`config.mk`:
```
export PLATFORM = sky130hd
export DESIGN_NAME = rll_key_loader
export DESIGN_NICKNAME = d
export VERILOG_FILES = /design/src/rtl/rll_key_loader.sv
export SDC_FILE = /design/constraint.sdc
export NUM_CORES = 1
export LEC_CHECK = 0
export BUFFER_PORTS_ARGS = -buffer_cell sky130_fd_sc_hd__buf_4
export CAP_MARGIN = 20
export CORE_UTILIZATION = 30
export DETAILED_ROUTE_END_ITERATION = 6
export SETUP_SLACK_MARGIN = 0.02
export SYNTH_ARGS = -nofsm -noshare
export SYNTH_HDL_FRONTEND = slang
export SYNTH_SLANG_ARGS = --single-unit
```
`constraint.sdc`:
```
create_clock -name clk -period 5.6 [get_ports clk]
set_input_delay 0.28 -clock clk [delete_from_list [all_inputs] [get_ports clk]]
set_output_delay 0.28 -clock clk [all_outputs]
set_load 0.02 [all_outputs]
```
`src/rtl/rll_key_loader.sv`:
```
// Serial key-load controller: shifts in a KEY_W-bit key plus an even-parity bit and commits it
// atomically to key_o. Optional lockout after repeated parity failures: define RLL_KEY_LOCKOUT_EN.
module rll_key_loader #(
    parameter int                 KEY_W       = 16,
    parameter logic [KEY_W-1:0]   KEY_DEFAULT = '0,
    parameter int                 MAX_FAIL    = 3,
    parameter int                 LOCK_CYCLES = 256
) (
    input  logic             clk,
    input  logic             rst_n,
    input  logic             load_start_i,
    input  logic             bit_i,
    input  logic             bit_valid_i,
    output logic             bit_ready_o,
    output logic [KEY_W-1:0] key_o,
    output logic             key_valid_o,
    output logic             busy_o,
    output logic             err_o,
    output logic             locked_o
);

    localparam int CW = $clog2(KEY_W);

    typedef enum logic [1:0] {
        ST_IDLE   = 2'd0,
        ST_SHIFT  = 2'd1,
        ST_PARITY = 2'd2,
        ST_LOCK   = 2'd3
    } state_t;

    state_t            state_q, state_d;
    logic [KEY_W-1:0]  shift_q, shift_d;
    logic [CW-1:0]     cnt_q, cnt_d;
    logic [KEY_W-1:0]  key_q, key_d;
    logic              key_valid_q, key_valid_d;
    logic              err_q, err_d;

`ifdef RLL_KEY_LOCKOUT_EN
    localparam int FW = $clog2(MAX_FAIL + 1);
    localparam int LW = $clog2(LOCK_CYCLES);
    logic [FW-1:0]     fail_q, fail_d;
    logic [LW-1:0]     lock_cnt_q, lock_cnt_d;
`endif

    // State register
    always_ff @(posedge clk or negedge rst_n) begin
        if (!rst_n) begin
            state_q     <= ST_IDLE;
            shift_q     <= '0;
            cnt_q       <= '0;
            key_q       <= KEY_DEFAULT;
            key_valid_q <= 1'b0;
            err_q       <= 1'b0;
`ifdef RLL_KEY_LOCKOUT_EN
            fail_q      <= '0;
            lock_cnt_q  <= '0;
`endif
        end else begin
            state_q     <= state_d;
            shift_q     <= shift_d;
            cnt_q       <= cnt_d;
            key_q       <= key_d;
            key_valid_q <= key_valid_d;
            err_q       <= err_d;
`ifdef RLL_KEY_LOCKOUT_EN
            fail_q      <= fail_d;
            lock_cnt_q  <= lock_cnt_d;
`endif
        end
    end

    // Next-state logic
    always_comb begin
        state_d     = state_q;
        shift_d     = shift_q;
        cnt_d       = cnt_q;
        key_d       = key_q;
        key_valid_d = key_valid_q;
        err_d       = 1'b0;
`ifdef RLL_KEY_LOCKOUT_EN
        fail_d      = fail_q;
        lock_cnt_d  = lock_cnt_q;
`endif
        case (state_q)
            ST_IDLE: begin
                if (load_start_i) begin
                    state_d = ST_SHIFT;
                    shift_d = '0;
                    cnt_d   = '0;
                end
            end
            ST_SHIFT: begin
                // A restart always beats a bit arriving on the same edge.
                if (load_start_i) begin
                    shift_d = '0;
                    cnt_d   = '0;
                end else if (bit_valid_i) begin
                    shift_d[cnt_q] = bit_i;
                    if (cnt_q == CW'(KEY_W - 1)) begin
                        state_d = ST_PARITY;
                        cnt_d   = '0;
                    end else begin
                        cnt_d = cnt_q + 1'b1;
                    end
                end
            end
            ST_PARITY: begin
                if (load_start_i) begin
                    state_d = ST_SHIFT;
                    shift_d = '0;
                    cnt_d   = '0;
                end else if (bit_valid_i) begin
                    state_d = ST_IDLE;
                    if (bit_i == ^shift_q) begin
                        key_d       = shift_q;
                        key_valid_d = 1'b1;
`ifdef RLL_KEY_LOCKOUT_EN
                        fail_d      = '0;
`endif
                    end else begin
                        err_d = 1'b1;
`ifdef RLL_KEY_LOCKOUT_EN
                        if (int'(fail_q) < MAX_FAIL) begin
                            fail_d = fail_q + 1'b1;
                        end
                        if (int'(fail_q) >= MAX_FAIL - 1) begin
                            state_d    = ST_LOCK;
                            lock_cnt_d = '0;
                        end
`endif
                    end
                end
            end
            ST_LOCK: begin
`ifdef RLL_KEY_LOCKOUT_EN
                if (lock_cnt_q == LW'(LOCK_CYCLES - 1)) begin
                    state_d    = ST_IDLE;
                    fail_d     = '0;
                    lock_cnt_d = '0;
                end else begin
                    lock_cnt_d = lock_cnt_q + 1'b1;
                end
`else
                state_d = ST_IDLE;
`endif
            end
            default: state_d = ST_IDLE;
        endcase
    end

    // Output decode from registered state only
    always_comb begin
        bit_ready_o = (state_q == ST_SHIFT) || (state_q == ST_PARITY);
        busy_o      = (state_q == ST_SHIFT) || (state_q == ST_PARITY);
        key_o       = key_q;
        key_valid_o = key_valid_q;
        err_o       = err_q;
`ifdef RLL_KEY_LOCKOUT_EN
        locked_o    = (state_q == ST_LOCK);
`else
        locked_o    = 1'b0;
`endif
    end

endmodule

```
# Word level (Yosys, flattened, before mapping)

Cells that the tools add are included.

$add $sub $neg: 1
Bitwise logic cells: 1
Equal/unequal tests: 12
Muxes and demuxes: 23
Reduce and logical (&&, ||, !) cells: 9
Order comparisons: 2

Operators with widths:

| cell                                                                                 | number |
|---|---|
| 16-bit two-way mux                                                                   | 3 |
| 16-bit case mux with 2 select lines                                                  | 1 |
| 16-bit bitwise mux                                                                   | 1 |
| 4-bit two-way mux                                                                    | 4 |
| 16-bit parity                                                                        | 1 |
| 2-bit two-way mux                                                                    | 6 |
| 2-bit inequality test (second input constant)                                        | 4 |
| 2-bit case mux with 4 select lines                                                   | 1 |
| 4-bit case mux with 2 select lines                                                   | 1 |
| 3-bit inequality test (second input constant)                                        | 2 |
| 4-bit by 5-bit less-than comparator with 1-bit output (second input constant)        | 1 |
| 1-bit two-way mux                                                                    | 5 |
| 5-bit AND reduction                                                                  | 1 |
| 4-bit by 1-bit adder with 4-bit output (second input constant)                       | 1 |
| 1-bit demux with 4-bit select                                                        | 1 |
| 2-bit == test (second input constant)                                                | 2 |
| 4-bit == test (second input constant)                                                | 1 |
| 4-bit by 1-bit greater-or-equal comparator with 1-bit output (second input constant) | 1 |
| 4-bit AND reduction                                                                  | 1 |
| 3-bit AND reduction                                                                  | 1 |
| 2-bit by 1-bit == test with 1-bit output (second input constant)                     | 1 |
| 2-bit zero test                                                                      | 1 |
| 2-bit by 1-bit inequality test with 1-bit output (second input constant)             | 1 |
| 2-bit nonzero test                                                                   | 1 |
| other kinds (5)                                                                      | 5 |

Logic and storage cells: 54
Bits of input ports: 5
Bits in registers: 40

# Logic depth before layout (Yosys ltp)

Depth in word-level cells: 8
Depth in mapped cells: 8

# Worst setup path before layout

No wires, ideal clock.

Path kind: reg2reg
Start point: reg shift_q[6]
End point: reg key_q[10], in the netlist key_o[10]
Setup slack: 3.526 ns
Arrival time: 1.949 ns
Stages on the path, launching flop included: 7
Cells stage by stage: dfrtp_1 xnor2_1 xnor2_2 xnor3_2 mux2i_4 buf_12 mux2_4

Word-level cells in the longest chain between the ends: 3

Ends and longest elaborated chain:

| what                                 | RTL line | source |
|---|---|---|
| start: declaration                   | 32       | `logic [KEY_W-1:0] shift_q, shift_d;` |
| start signal: assignment             | 60       | `shift_q <= shift_d;` |
| 16-bit parity                        | 114      | `if (bit_i == ^shift_q) begin` |
| 1-bit == test                        | 114      |  |
| 4-bit AND reduction (no source line) | -        |  |
| end signal: assignment               | 62       | `key_q <= key_d;` |
| end: declaration                     | 34       | `logic [KEY_W-1:0] key_q, key_d;` |

Every way passes these cells.
A chain may end at the register's enable or synchronous reset.

# Worst setup path in the final report

Start point: reg shift_q[15]
End point: reg key_q[0], in the netlist key_o[0]

The elaborated chain is that of the path after synthesis.

==> flow_summary.yaml <==
status:
  run_status: "complete, no violations"
final_layout:
  fillerInstances: 711
  layout_commonest_cell: "dfrtp_1"
  layout.cells.non_filler: 314
  fin_nets: 230
  diodes: 0
  area.growth.synth_to_final_pct: 17.4
  design_area_um2: 2520
  final_cell_mix: "40 x dfrtp_1, 25 x buf_4, 20 x nor2_1, 15 x nand2_1, 15 x mux2i_1"
  layout-drive-gt1-share: 0.243
yosys:
  syn_area_um2: 2150
  syn_nets: 208
  syn_avg_cell_area_um2: 11.0
  synthFlopType: "dfrtp_1"
  netlist_instances: 195
  yosys_warnings: 0
  yosys_register_bits: 40
  async_reset_ff_frac: 1.00
  synth-edff-count: 0
  seq_area_frac_synth: 0.466
  synth.distinct_cells: 33
sta:
  slew_headroom: 0.348
  fmax_mhz: 410
  finalHoldViolCount: 0
  fin_setup_tns_ns: 0
  rsz0062_at_grt: "false"
  setup_viol: 0
  slew_violations: 0
  period_needed_ns: 2.44
  finalCritPeriodShare: 0.435
  tightestPinTransition_ns: 0.976
  whs_ns: 0.326
  skew_ns: 0.0115
clock_tree:
  cts_tree: "done"
  clk_pin_slew_worst_paths_ns: 0.08
  cts-buffers-inserted: 5
  cts_max_path_buffers: 2
  post_cts_resized: 0
  cts_max_level: 2
  clockRootBuffer: "clkbuf_8"
  cts.sinks: 40
  clk_latency_ns: 0.30
floorplanning:
  num_rows: 30
  floorplan.core_area_um2: 6870
  die_w_um: 86.6
  die-area_um2: 7500
  start_util: 0.313
  ioPinCount: 26
  die_height_um: 86.6
global_routing:
  grt_pass1_wl_mm: 6.82
  met2_usage: 0.166
  grt_max_degree: 41
  grt_pass1_vias: 1385
  antenna_found_initial: 0
  met1_usage: 0.177
  grt_usage: 0.119
  overflow: 0
  grt-busiest-layer: "met1"
  use_met3: 0.0286
power:
  max-vdd-ir-drop_uv: 206
  powerDensity_nw_per_um2: 286
  total_power_mw: 0.720
  p_leak_nw: 1.22
critical_path:
  worstPathRequired_ns: 5.78
  startpoint_type: "register"
  path_cells: "xor2_1, xnor2_1, xnor3_2, mux2i_4, mux2_2"
  end_kind: "register"
  crit_arrival_ns: 2.62
  critPathMaxFanout: 17
  cp_num_buf_inv: 0
  cpPeakStageDelay_ns: 0.65
  cpLargestDelayFamily: "multiplexers"
  criticalPathCategory: "register to register"
  critPathSlowestCell: "mux2i_4"
detailed_routing:
  vias_per_cell: 4.56
  ant_nets: 0
  routedWlPerCell_um: 12.4
  vias: 1431
  dr.pass1.iters: 4
  drt-initial-drc-count: 76
  drc: 0
  wirelength_mm: 3.91
place:
  gp_congestion: 0.754
  place_area_um2: 2380
  io_buffer_count: 24
  hpwlAfterDp_mm: 2.79
  dpl.cell_count: 304
worst_hold_path:
  hold_path_class: "input port to register"
run:
  max_cap_viol_count: 0
stage by stage:
step / util / worst slack, ns
global route: 0.367 / 3.04
CTS: 0.366 / 3.12
finish: 0.367 / 3.16
floorplan: - / 3.53
detailed placement: 0.347 / 3.15
global placement: 0.347 / 3.18
final cells by class:
cell class	instances	area, um^2	share of cell area
clock buffer	6	82.6	0.0328
sequential	40	1000	0.397
clock inverter	2	38.8	0.0154
timing repair buffer	26	198	0.0784
multi-input combinational	139	1060	0.421
inverter	5	18.8	0.00744
tap	96	120	0.0476
worst paths after layout:
path / start / to / slack (ns) / cells after the start
setup / recovery: shift_q[15] / key_o[0] / 3.16 / 5
max in group asynchronous: rst_n / shift_q[0] / 4.75 / 2
setup reg to reg: shift_q[15] / key_o[0] / 3.16 / 5
min in group asynchronous: rst_n / key_o[15] / 0.49 / 2
hold / removal: load_start_i / state_q[0] / 0.33 / 3
hold reg to reg: key_valid_o / key_valid_o / 0.47 / 1
layer usage:
metal / share of wire / vias up
met4: 0.012 / 0
li1: - / 700
met3: 0.046 / 7
met2: 0.43 / 37
met5: 0 / -
met1: 0.51 / 687
cell families after synthesis:
kind of cell    Yosys count  synth area share
flops                    40             0.466
compound gates           12            0.0332
xor+xnor                 15            0.0781
fa+ha+maj                 8            0.0466
buf+inv                  16            0.0390
mux                      32             0.180
simple gates             71             0.155
other cells               1           0.00175
power by group:
part	switching [mW]	total [mW]	internal, mW	leakage [nW]
sequential	0.0140	0.314	0.300	0.555
clock	0.106	0.252	0.146	0.0614
combinational	0.0919	0.154	0.0621	0.600
sequential cells by signal, indices dropped and copies added (netlist names):
| signal | cells |
|---|---|
| key_o | 16 |
| shift_q | 16 |
| cnt_q | 4 |
| state_q | 2 |
| err_o | 1 |
| key_valid_o | 1 |
worst reg2reg max path, cell delays in order (launching register included):
cell and delay (ns):
dfrtp_1 0.43, xor2_1 0.20, xnor2_1 0.14, xnor3_2 0.49, mux2i_4 0.65, mux2_2 0.41
synth_stat cells, drive strengths merged (4+ instances only):
cell type	n	area [um^2]
clkbuf	8	30.0
dfrtp	40	1000
ha	8	100
inv	5	18.8
mux2	16	214
mux2i	16	173
nand2	15	56.3
nand3	9	45.0
nor2	20	75.1
nor2b	4	25.0
nor3	13	65.1
o21ai	5	25.0
xnor2	12	113
repair_timing:
| item | CTS | global route |
|---|---|---|
| endpoints found under the hold margin | 40 | 0 |
| setup endpoints to repair | 0 | 0 |
| hold buffers | 1 | 0 |
| setup buffers | 0 | 0 |
Note: power is estimated with default switching activity, not from simulation.
